<file path="src/rtl/tile_board_pkg.sv">
// tile_board_pkg
//   Shared encodings for the tile-map board controller: background colour
//   index codes, CTRL register bit positions and the clear-sweep FSM states.
package tile_board_pkg;

  localparam logic [1:0] BG_CHECK0 = 2'b00;
  localparam logic [1:0] BG_CHECK1 = 2'b01;
  localparam logic [1:0] BG_HILITE = 2'b10;
  localparam logic [1:0] BG_CURSOR = 2'b11;

  // CTRL: write bit0 starts a clear; read bit0 = busy, bit1 = blink phase
  localparam int CTRL_CLEAR_BIT = 0;
  localparam int CTRL_BUSY_BIT  = 0;
  localparam int CTRL_PHASE_BIT = 1;

  typedef enum logic {
    ST_IDLE  = 1'b0,
    ST_CLEAR = 1'b1
  } clr_state_t;

  // Index width that stays legal for a single-entry range
  function automatic int clog2_min1(input int v);
    return (v > 1) ? $clog2(v) : 1;
  endfunction

endpackage

</file>
<file path="src/rtl/tile_board_ctrl_tile_store.sv">
// tile_store
//   NT x DW tile entry array. One write port (the caller muxes clear sweep
//   and Avalon), plus two independent registered read ports: one for the
//   video pipeline, one for Avalon reads (which holds until the next read).
//   The array itself is not reset; only the read registers are.
// Ports:
//   i_clk, i_rst_n          clock, async active-low reset
//   i_we/i_waddr/i_wdata    write port
//   i_vid_addr/o_vid_data   video read port, one cycle latency, every cycle
//   i_avl_re/i_avl_addr     Avalon read strobe and address
//   o_avl_data              Avalon read data, held between reads
module tile_store #(
  parameter int NT = 64,
  parameter int DW = 6,
  parameter int TW = 6
) (
  input  logic          i_clk,
  input  logic          i_rst_n,
  input  logic          i_we,
  input  logic [TW-1:0] i_waddr,
  input  logic [DW-1:0] i_wdata,
  input  logic [TW-1:0] i_vid_addr,
  output logic [DW-1:0] o_vid_data,
  input  logic          i_avl_re,
  input  logic [TW-1:0] i_avl_addr,
  output logic [DW-1:0] o_avl_data
);

  logic [DW-1:0] r_mem [NT];
  logic [DW-1:0] r_vid_data;
  logic [DW-1:0] r_avl_data;

  always_ff @(posedge i_clk) begin
    if (i_we) r_mem[i_waddr] <= i_wdata;
  end

  // Reads see the pre-write contents on a same-cycle collision
  always_ff @(posedge i_clk or negedge i_rst_n) begin
    if (!i_rst_n) begin
      r_vid_data <= '0;
      r_avl_data <= '0;
    end else begin
      r_vid_data <= r_mem[i_vid_addr];
      if (i_avl_re) r_avl_data <= r_mem[i_avl_addr];
    end
  end

  assign o_vid_data = r_vid_data;
  assign o_avl_data = r_avl_data;

endmodule

</file>
<file path="src/rtl/tile_board_ctrl.sv">
// tile_board_ctrl
//   Tile-map board controller for the VGA path. Holds a BOARD_W x BOARD_H
//   tile store (image index, highlight, blink), exposes it on an Avalon-MM
//   slave, and turns DrawX/DrawY into sprite pixel address, image index,
//   on-board flag and background colour index with a fixed 2-cycle latency.
//   Includes a hardware clear sweep (also run out of reset) and frame-based
//   highlight blinking.
// Optional feature macro: TILE_CURSOR_EN (cursor register at NT+1).
// Ports:
//   CLK, RESET_N          clock, async active-low reset
//   DrawX, DrawY          current pixel column/row
//   AVL_*                 Avalon-MM slave, read latency 1
//   pixel_addr            offset inside the tile sprite
//   img_addr              image index of the current tile
//   board_on              pixel lies on the board
//   background_index      00/01 checker, 10 highlight, 11 cursor
//
// Clear FSM:
//   state    | meaning
//   ST_IDLE  | normal operation, Avalon tile writes accepted
//   ST_CLEAR | zeroing entry idx each cycle, Avalon tile writes dropped
module tile_board_ctrl
  import tile_board_pkg::*;
#(
  parameter int BOARD_W      = 8,
  parameter int BOARD_H      = 8,
  parameter int TILE_PX      = 60,
  parameter int IMG_BITS     = 4,
  parameter int X_ORIGIN     = 0,
  parameter int Y_ORIGIN     = 0,
  parameter int BLINK_FRAMES = 32
) (
  input  logic                                       CLK,
  input  logic                                       RESET_N,
  input  logic [9:0]                                 DrawX,
  input  logic [9:0]                                 DrawY,
  input  logic                                       AVL_READ,
  input  logic                                       AVL_WRITE,
  input  logic                                       AVL_CS,
  input  logic [$clog2(BOARD_W*BOARD_H+2)-1:0]       AVL_ADDR,
  input  logic [7:0]                                 AVL_WRITEDATA,
  output logic [7:0]                                 AVL_READDATA,
  output logic [$clog2(TILE_PX*TILE_PX)-1:0]         pixel_addr,
  output logic [IMG_BITS-1:0]                        img_addr,
  output logic                                       board_on,
  output logic [1:0]                                 background_index
);

  localparam int NT  = BOARD_W * BOARD_H;
  localparam int AW  = $clog2(NT + 2);
  localparam int PA  = $clog2(TILE_PX * TILE_PX);
  localparam int DW  = IMG_BITS + 2;
  localparam int TW  = clog2_min1(NT);
  localparam int CW  = clog2_min1(BOARD_W);
  localparam int RW  = clog2_min1(BOARD_H);
  localparam int OW  = clog2_min1(TILE_PX);
  localparam int BFW = clog2_min1(BLINK_FRAMES);

  // Avalon decode
  logic w_avl_wr, w_avl_rd;
  logic w_addr_tile, w_addr_ctrl, w_addr_cursor;

  assign w_avl_wr      = AVL_CS && AVL_WRITE;
  assign w_avl_rd      = AVL_CS && AVL_READ;
  assign w_addr_tile   = AVL_ADDR < AW'(NT);
  assign w_addr_ctrl   = AVL_ADDR == AW'(NT);
  assign w_addr_cursor = AVL_ADDR == AW'(NT + 1);

  // Clear sweep FSM
  clr_state_t    r_state, w_state_nxt;
  logic [TW-1:0] r_clr_idx, w_clr_idx_nxt;
  logic          w_st_we;
  logic [TW-1:0] w_st_waddr;
  logic [DW-1:0] w_st_wdata;
  logic          w_busy;

  always_ff @(posedge CLK or negedge RESET_N) begin
    if (!RESET_N) begin
      r_state   <= ST_CLEAR;
      r_clr_idx <= '0;
    end else begin
      r_state   <= w_state_nxt;
      r_clr_idx <= w_clr_idx_nxt;
    end
  end

  always_comb begin
    w_state_nxt   = r_state;
    w_clr_idx_nxt = r_clr_idx;
    w_st_we       = 1'b0;
    w_st_waddr    = TW'(AVL_ADDR);
    w_st_wdata    = AVL_WRITEDATA[DW-1:0];
    case (r_state)
      ST_IDLE: begin
        if (w_avl_wr && w_addr_tile) w_st_we = 1'b1;
        if (w_avl_wr && w_addr_ctrl && AVL_WRITEDATA[CTRL_CLEAR_BIT]) begin
          w_state_nxt   = ST_CLEAR;
          w_clr_idx_nxt = '0;
        end
      end
      ST_CLEAR: begin
        w_st_we    = 1'b1;
        w_st_waddr = r_clr_idx;
        w_st_wdata = '0;
        if (r_clr_idx == TW'(NT - 1)) w_state_nxt = ST_IDLE;
        else                          w_clr_idx_nxt = r_clr_idx + 1'b1;
      end
      default: w_state_nxt = ST_IDLE;
    endcase
  end

  assign w_busy = (r_state == ST_CLEAR);

  // S1: board-relative position. 12-bit subtraction so that a pixel left of
  // (or above) the origin wraps far past any legal board extent.
  logic [11:0] w_dx, w_dy;
  logic        w_on;

  assign w_dx = {2'b00, DrawX} - 12'(X_ORIGIN);
  assign w_dy = {2'b00, DrawY} - 12'(Y_ORIGIN);
  assign w_on = (w_dx < 12'(BOARD_W * TILE_PX)) && (w_dy < 12'(BOARD_H * TILE_PX));

  logic          r_s1_on;
  logic [CW-1:0] r_s1_col;
  logic [RW-1:0] r_s1_row;
  logic [OW-1:0] r_s1_offx, r_s1_offy;
  logic [9:0]    r_s1_x, r_s1_y;
  logic          w_frame_tick;

  // A new frame is seen when S1 is about to load (0,0) from any other value
  assign w_frame_tick = (DrawX == 10'd0) && (DrawY == 10'd0) &&
                        ((r_s1_x != 10'd0) || (r_s1_y != 10'd0));

  always_ff @(posedge CLK or negedge RESET_N) begin
    if (!RESET_N) begin
      r_s1_on   <= 1'b0;
      r_s1_col  <= '0;
      r_s1_row  <= '0;
      r_s1_offx <= '0;
      r_s1_offy <= '0;
      r_s1_x    <= '0;
      r_s1_y    <= '0;
    end else begin
      r_s1_on   <= w_on;
      r_s1_col  <= w_on ? CW'(w_dx / 12'(TILE_PX)) : '0;
      r_s1_row  <= w_on ? RW'(w_dy / 12'(TILE_PX)) : '0;
      r_s1_offx <= w_on ? OW'(w_dx % 12'(TILE_PX)) : '0;
      r_s1_offy <= w_on ? OW'(w_dy % 12'(TILE_PX)) : '0;
      r_s1_x    <= DrawX;
      r_s1_y    <= DrawY;
    end
  end

  // Blink phase
  logic [BFW-1:0] r_frame_cnt;
  logic           r_blink_phase;

  always_ff @(posedge CLK or negedge RESET_N) begin
    if (!RESET_N) begin
      r_frame_cnt   <= '0;
      r_blink_phase <= 1'b0;
    end else if (w_frame_tick) begin
      if (r_frame_cnt == BFW'(BLINK_FRAMES - 1)) begin
        r_frame_cnt   <= '0;
        r_blink_phase <= ~r_blink_phase;
      end else begin
        r_frame_cnt <= r_frame_cnt + 1'b1;
      end
    end
  end

  // Cursor
  logic [TW-1:0] w_s1_tile;
  logic          w_cur_match;

  assign w_s1_tile = TW'(int'(r_s1_row) * BOARD_W + int'(r_s1_col));

`ifdef TILE_CURSOR_EN
  localparam int CURSOR_EN_BIT = 7;
  logic [7:0] r_cursor;

  always_ff @(posedge CLK or negedge RESET_N) begin
    if (!RESET_N)                       r_cursor <= '0;
    else if (w_avl_wr && w_addr_cursor) r_cursor <= AVL_WRITEDATA;
  end

  // An index at or beyond NT can never equal a real tile number
  assign w_cur_match = r_cursor[CURSOR_EN_BIT] &&
                       (int'(r_cursor[6:0]) == int'(w_s1_tile));
`else
  assign w_cur_match = 1'b0;
`endif

  // S2: the store's registered video read port lines up with these registers
  logic          r_s2_on;
  logic [PA-1:0] r_s2_pix;
  logic          r_s2_chk;
  logic          r_s2_cur;
  logic [DW-1:0] w_vid_entry;
  logic [DW-1:0] w_avl_entry;

  always_ff @(posedge CLK or negedge RESET_N) begin
    if (!RESET_N) begin
      r_s2_on  <= 1'b0;
      r_s2_pix <= '0;
      r_s2_chk <= 1'b0;
      r_s2_cur <= 1'b0;
    end else begin
      r_s2_on  <= r_s1_on;
      r_s2_pix <= r_s1_on ? PA'(int'(r_s1_offy) * TILE_PX + int'(r_s1_offx)) : '0;
      r_s2_chk <= r_s1_on && (r_s1_col[0] ^ r_s1_row[0]);
      r_s2_cur <= r_s1_on && w_cur_match;
    end
  end

  tile_store #(
    .NT (NT),
    .DW (DW),
    .TW (TW)
  ) u_store (
    .i_clk      (CLK),
    .i_rst_n    (RESET_N),
    .i_we       (w_st_we),
    .i_waddr    (w_st_waddr),
    .i_wdata    (w_st_wdata),
    .i_vid_addr (w_s1_tile),
    .o_vid_data (w_vid_entry),
    .i_avl_re   (w_avl_rd && w_addr_tile),
    .i_avl_addr (TW'(AVL_ADDR)),
    .o_avl_data (w_avl_entry)
  );

  logic w_hilite, w_blink;

  assign w_hilite = w_vid_entry[IMG_BITS];
  assign w_blink  = w_vid_entry[IMG_BITS + 1];

  assign board_on   = r_s2_on;
  assign pixel_addr = r_s2_pix;
  assign img_addr   = r_s2_on ? w_vid_entry[IMG_BITS-1:0] : '0;

  always_comb begin
    background_index = BG_CHECK0;
    if (r_s2_on) begin
      if (r_s2_cur)                                  background_index = BG_CURSOR;
      else if (w_hilite && (!w_blink || r_blink_phase)) background_index = BG_HILITE;
      else                                           background_index = r_s2_chk ? BG_CHECK1 : BG_CHECK0;
    end
  end

  // Avalon read data: tile reads come from the store's held read register,
  // everything else from r_rd_misc captured at the same edge.
  logic       r_rd_tile;
  logic [7:0] r_rd_misc;
  logic [7:0] w_misc_rdata;

  always_comb begin
    w_misc_rdata = '0;
    if (w_addr_ctrl) begin
      w_misc_rdata[CTRL_BUSY_BIT]  = w_busy;
      w_misc_rdata[CTRL_PHASE_BIT] = r_blink_phase;
    end
`ifdef TILE_CURSOR_EN
    if (w_addr_cursor) w_misc_rdata = r_cursor;
`endif
  end

  always_ff @(posedge CLK or negedge RESET_N) begin
    if (!RESET_N) begin
      r_rd_tile <= 1'b0;
      r_rd_misc <= '0;
    end else if (w_avl_rd) begin
      r_rd_tile <= w_addr_tile;
      r_rd_misc <= w_misc_rdata;
    end
  end

  assign AVL_READDATA = r_rd_tile ? 8'(w_avl_entry) : r_rd_misc;

  logic w_unused;
  assign w_unused = &{1'b0, AVL_WRITEDATA, w_addr_cursor};

endmodule

</file>
<file path="config.mk">
export PLATFORM = sky130hd
export DESIGN_NAME = tile_board_ctrl
export DESIGN_NICKNAME = d
export VERILOG_FILES = /design/src/rtl/tile_board_pkg.sv /design/src/rtl/tile_board_ctrl_tile_store.sv /design/src/rtl/tile_board_ctrl.sv
export SDC_FILE = /design/constraint.sdc
export NUM_CORES = 1
export LEC_CHECK = 0
export CAP_MARGIN = 20
export CORE_UTILIZATION = 45
export DETAILED_ROUTE_END_ITERATION = 12
export HOLD_SLACK_MARGIN = 0.12
export PLACE_DENSITY = 0.69
export SLEW_MARGIN = 20
export SYNTH_ARGS = -nofsm -noshare
export SYNTH_HDL_FRONTEND = slang
export SYNTH_SLANG_ARGS = --single-unit
</file>
<file path="constraint.sdc">
create_clock -name CLK -period 4.1 [get_ports CLK]
set_input_delay 0.82 -clock CLK [delete_from_list [all_inputs] [get_ports CLK]]
set_output_delay 0.82 -clock CLK [all_outputs]
set_load 0.1 [all_outputs]
</file>
==> flow_metrics.env <==
export IMPL_status="finished clean"
export IMPL_routabilityCongestion=0.928
export IMPL_netlist_area_um2=22900
export IMPL_htreeDepth=2
export IMPL_final_common_cell="edfxtp_1"
export IMPL_multi_input_area_um2=8810
export IMPL_syn_avg_cell_area_um2=15.8
export IMPL_syn_inst=1444
export IMPL_syn2layout_area_growth_pct=14.4
export IMPL_ys_top_cells_by_area="edfxtp_1, mux4_2, dfrtp_1"
export IMPL_period_needed_ps=3700
export IMPL_clk_path_buf_depth=3
export IMPL_synthSimpleGateAreaFrac=0.0690
export IMPL_crit_reg2reg_launch="r_s1_offy[0]$_DFF_PN0_"
export IMPL_fin_area_um2=26100
export IMPL_dpl_hpwl_um=39900
export IMPL_fp_dieH_um=227
export IMPL_fillers=4038
export IMPL_vias_per_cell=6.14
export IMPL_busiest_layer="met2"
export IMPL_dieArea_um2=51700
export IMPL_start_util=0.456
export IMPL_grt_max_degree=82
export IMPL_swShare=0.254
export IMPL_critPathKind="reg2reg"
export IMPL_vdd_drop_max_mv=0.282
export IMPL_critPathCapture="pixel_addr[11]$_DFF_PN0_"
export IMPL_max_clock_freq_ghz=0.270
export IMPL_use_met1=0.313
export IMPL_clk_latency_ps=590
export IMPL_cap_violations=0
export IMPL_numCtsBuffers=48
export IMPL_synth_top_flop_cell="edfxtp_1"
export IMPL_diodes=0
export IMPL_ant_nets=0
export IMPL_rows=82
export IMPL_fin_crit_sh=0.902
export IMPL_r2r_setup_slack_ps=400
export IMPL_routed_wl_um=58200
export IMPL_fin_tns_setup_ps=0
export IMPL_async_flop_share=0.174
export IMPL_muxShareOfSynthArea=0.226
export IMPL_leakage_uw=0.00893
export IMPL_tightest_slew_ps=1050
export IMPL_synth_adder_area_share=0.0215
export IMPL_overflow=0
export IMPL_synth_edf_count=384
export IMPL_rsz0062_at_grt="false"
export IMPL_final_max_slew_viol_count=0
export IMPL_internal_power_uw=8040
export IMPL_cts_sinks=465
export IMPL_grt_pass1_wl_um=87100
export IMPL_pin_count=67
export IMPL_hold_violations=0
export IMPL_layout_drive_gt1_share=0.249
export IMPL_cts_repair_resized=0
export IMPL_synth_cell_types=68
export IMPL_grt_use_total=0.231
export IMPL_worstSetupStartpointType="flop"
export IMPL_critPathLaunch="r_s1_offy[0]$_DFF_PN0_"
export IMPL_reg2reg_depth=12
export IMPL_skew_ps=13.6
export IMPL_cp_end_kind="flop"
export IMPL_required_ps=4560
export IMPL_clkPwrFrac=0.384
export IMPL_utilization=0.521
export IMPL_yosysSeqAreaShare=0.593
export IMPL_fp_coreArea_um2=50200
export IMPL_die_width_um=227
export IMPL_netSwitchingPower_uw=2730
export IMPL_wl_per_cell_um=25.8
export IMPL_r2r_end="pixel_addr[11]$_DFF_PN0_"
export IMPL_yosysWarnings=0
export IMPL_hold_class="in2async"
export IMPL_grt_met2_usage=0.380
export IMPL_drt_iter0_drc=1647
export IMPL_grtUsageMet3=0.0405
export IMPL_fin_cells=2257
export IMPL_ctsHoldBuffers=0
export IMPL_synth_top_area_frac=0.505
export IMPL_mostFrequentLayoutCells="edfxtp_1, mux4_2, nor2_1"
export IMPL_final_nets=1616
export IMPL_seqPwrFrac=0.493
export IMPL_cts_tree="done"
export IMPL_placed_cells=2167
export IMPL_synth_compound_area_frac=0.0560
export IMPL_cts_setup_buffers=0
export IMPL_synth_xor_area_share=0.0109
export IMPL_drcViolationCount=0
export IMPL_regArea_um2=13600
export IMPL_antenna_found_initial=0
export IMPL_synth_seq_cells=465
export IMPL_grt_pass1_vias=13900
export IMPL_via_count=13900
export IMPL_drt_pass1_iter_count=5
export IMPL_clock_root_buffer="clkbuf_16"
export IMPL_postPlaceCellArea_um2=24600
export IMPL_port_buffers=62
export IMPL_synth_top_area_cell="edfxtp_1"
export IMPL_setup_violations=0
export IMPL_crit_fanout=3
export IMPL_synth_top_family_by_area="multiplexers"
export IMPL_combinationalPowerShare=0.123
export IMPL_cp_data_arrival_time_ps=4160
export IMPL_path_clk_slew_ps=60
export IMPL_max_slew_margin=0.298
export IMPL_cellPowerDensity_nw_per_um2=412
## power groups by stage
stage / sequential, uW / clock, uW / combinational, uW
floorplan: 5410 / 0 / 880
CTS: 5310 / 4200 / 1330
global placement: 5400 / 0 / 1300
detailed placement: 5410 / 0 / 1320
global route: 5320 / 4350 / 1410
finish: 5310 / 4130 / 1330
## flip-flops by register name (all words and copies together), names as in the netlist, 5 cells and up
register            count
u_store.r_mem         384
r_frame_cnt             5
u_store.o_vid_data      6
r_s1_offy               6
r_s1_x                 10
u_store.o_avl_data      6
r_clr_idx               6
pixel_addr             12
r_s1_offx               6
r_s1_y                 10
## layout make-up
type | instances | share of cell area
Multi-Input combinational cell | 852 | 0.337
Timing Repair Buffer | 147 | 0.0510
Clock buffer | 58 | 0.0482
Tap cell | 672 | 0.0322
Sequential cell | 465 | 0.519
Clock inverter | 31 | 0.00795
Inverter | 32 | 0.00459
## worst min path at each step
stage / startpoint / to / slack (ps)
2_1_floorplan: r_s1_on$_DFF_PN0_ / board_on$_DFF_PN0_ / 390
3_3_place_gp: r_s1_offx[1]$_DFF_PN0_ / pixel_addr[1]$_DFF_PN0_ / 450
3_5_place_dp: r_s1_offx[1]$_DFF_PN0_ / pixel_addr[1]$_DFF_PN0_ / 460
4_1_cts: RESET_N / r_rd_tile$_DFFE_PN0P_ / 430
5_1_grt: RESET_N / pixel_addr[10]$_DFF_PN0_ / 340
6_report: RESET_N / pixel_addr[8]$_DFF_PN0_ / 260
## stage by stage
step / hold slack, ps / worst slack [ps] / total power, uW
after floorplan: 390 / 613 / 6290
after global placement: 446 / 439 / 6700
after detailed placement: 459 / 383 / 6730
after CTS: 434 / 374 / 10800
after global routing: 341 / 208 / 11100
final: 255 / 403 / 10800
## cell families after synthesis
kind of cell / after synthesis
compound gates: 189
mux: 263
flops: 465
buf+inv: 128
simple gates: 337
xor+xnor: 27
fa+ha+maj: 34
other cells: 1
## worst max-delay path, cell delays in order (launching register included)
cell,delay (ps)
dfrtp_1,410
fa_1,570
inv_1,60
fa_1,470
fa_1,490
inv_1,40
ha_1,300
nor2b_1,180
o21a_1,170
nand3_1,120
nor4bb_1,330
xnor3_1,270
and2_1,160
## synth_stat cells (5+ instances only)
| cell type | instances |
|---|---|
| edfxtp_1 | 384 |
| mux4_2 | 201 |
| nor2_1 | 132 |
| nand2_1 | 84 |
| dfrtp_1 | 80 |
| mux2i_1 | 51 |
| clkbuf_1 | 50 |
| o21ai_0 | 44 |
| a21oi_1 | 34 |
| inv_1 | 32 |
| and2_1 | 28 |
| nand3_1 | 27 |
| buf_2 | 24 |
| o22ai_1 | 24 |
| ha_1 | 20 |
| buf_1 | 18 |
| xnor2_1 | 15 |
| nor2b_1 | 13 |
| a21o_1 | 12 |
| a211o_1 | 11 |
| mux2_2 | 11 |
| nor3_1 | 11 |
| xor2_1 | 11 |
| fa_1 | 10 |
| o221ai_1 | 10 |
| nor4_1 | 8 |
| nor3b_1 | 7 |
| a211oi_1 | 6 |
| o211ai_1 | 5 |
| or3_1 | 5 |
## metal layers
metal  wire [um]  part of all wire
met1       23300              0.40
met2       28400              0.49
met3        4750             0.082
met4        1750             0.030
met5           0                 0
No activity file was read; power rests on OpenSTA's default activity.
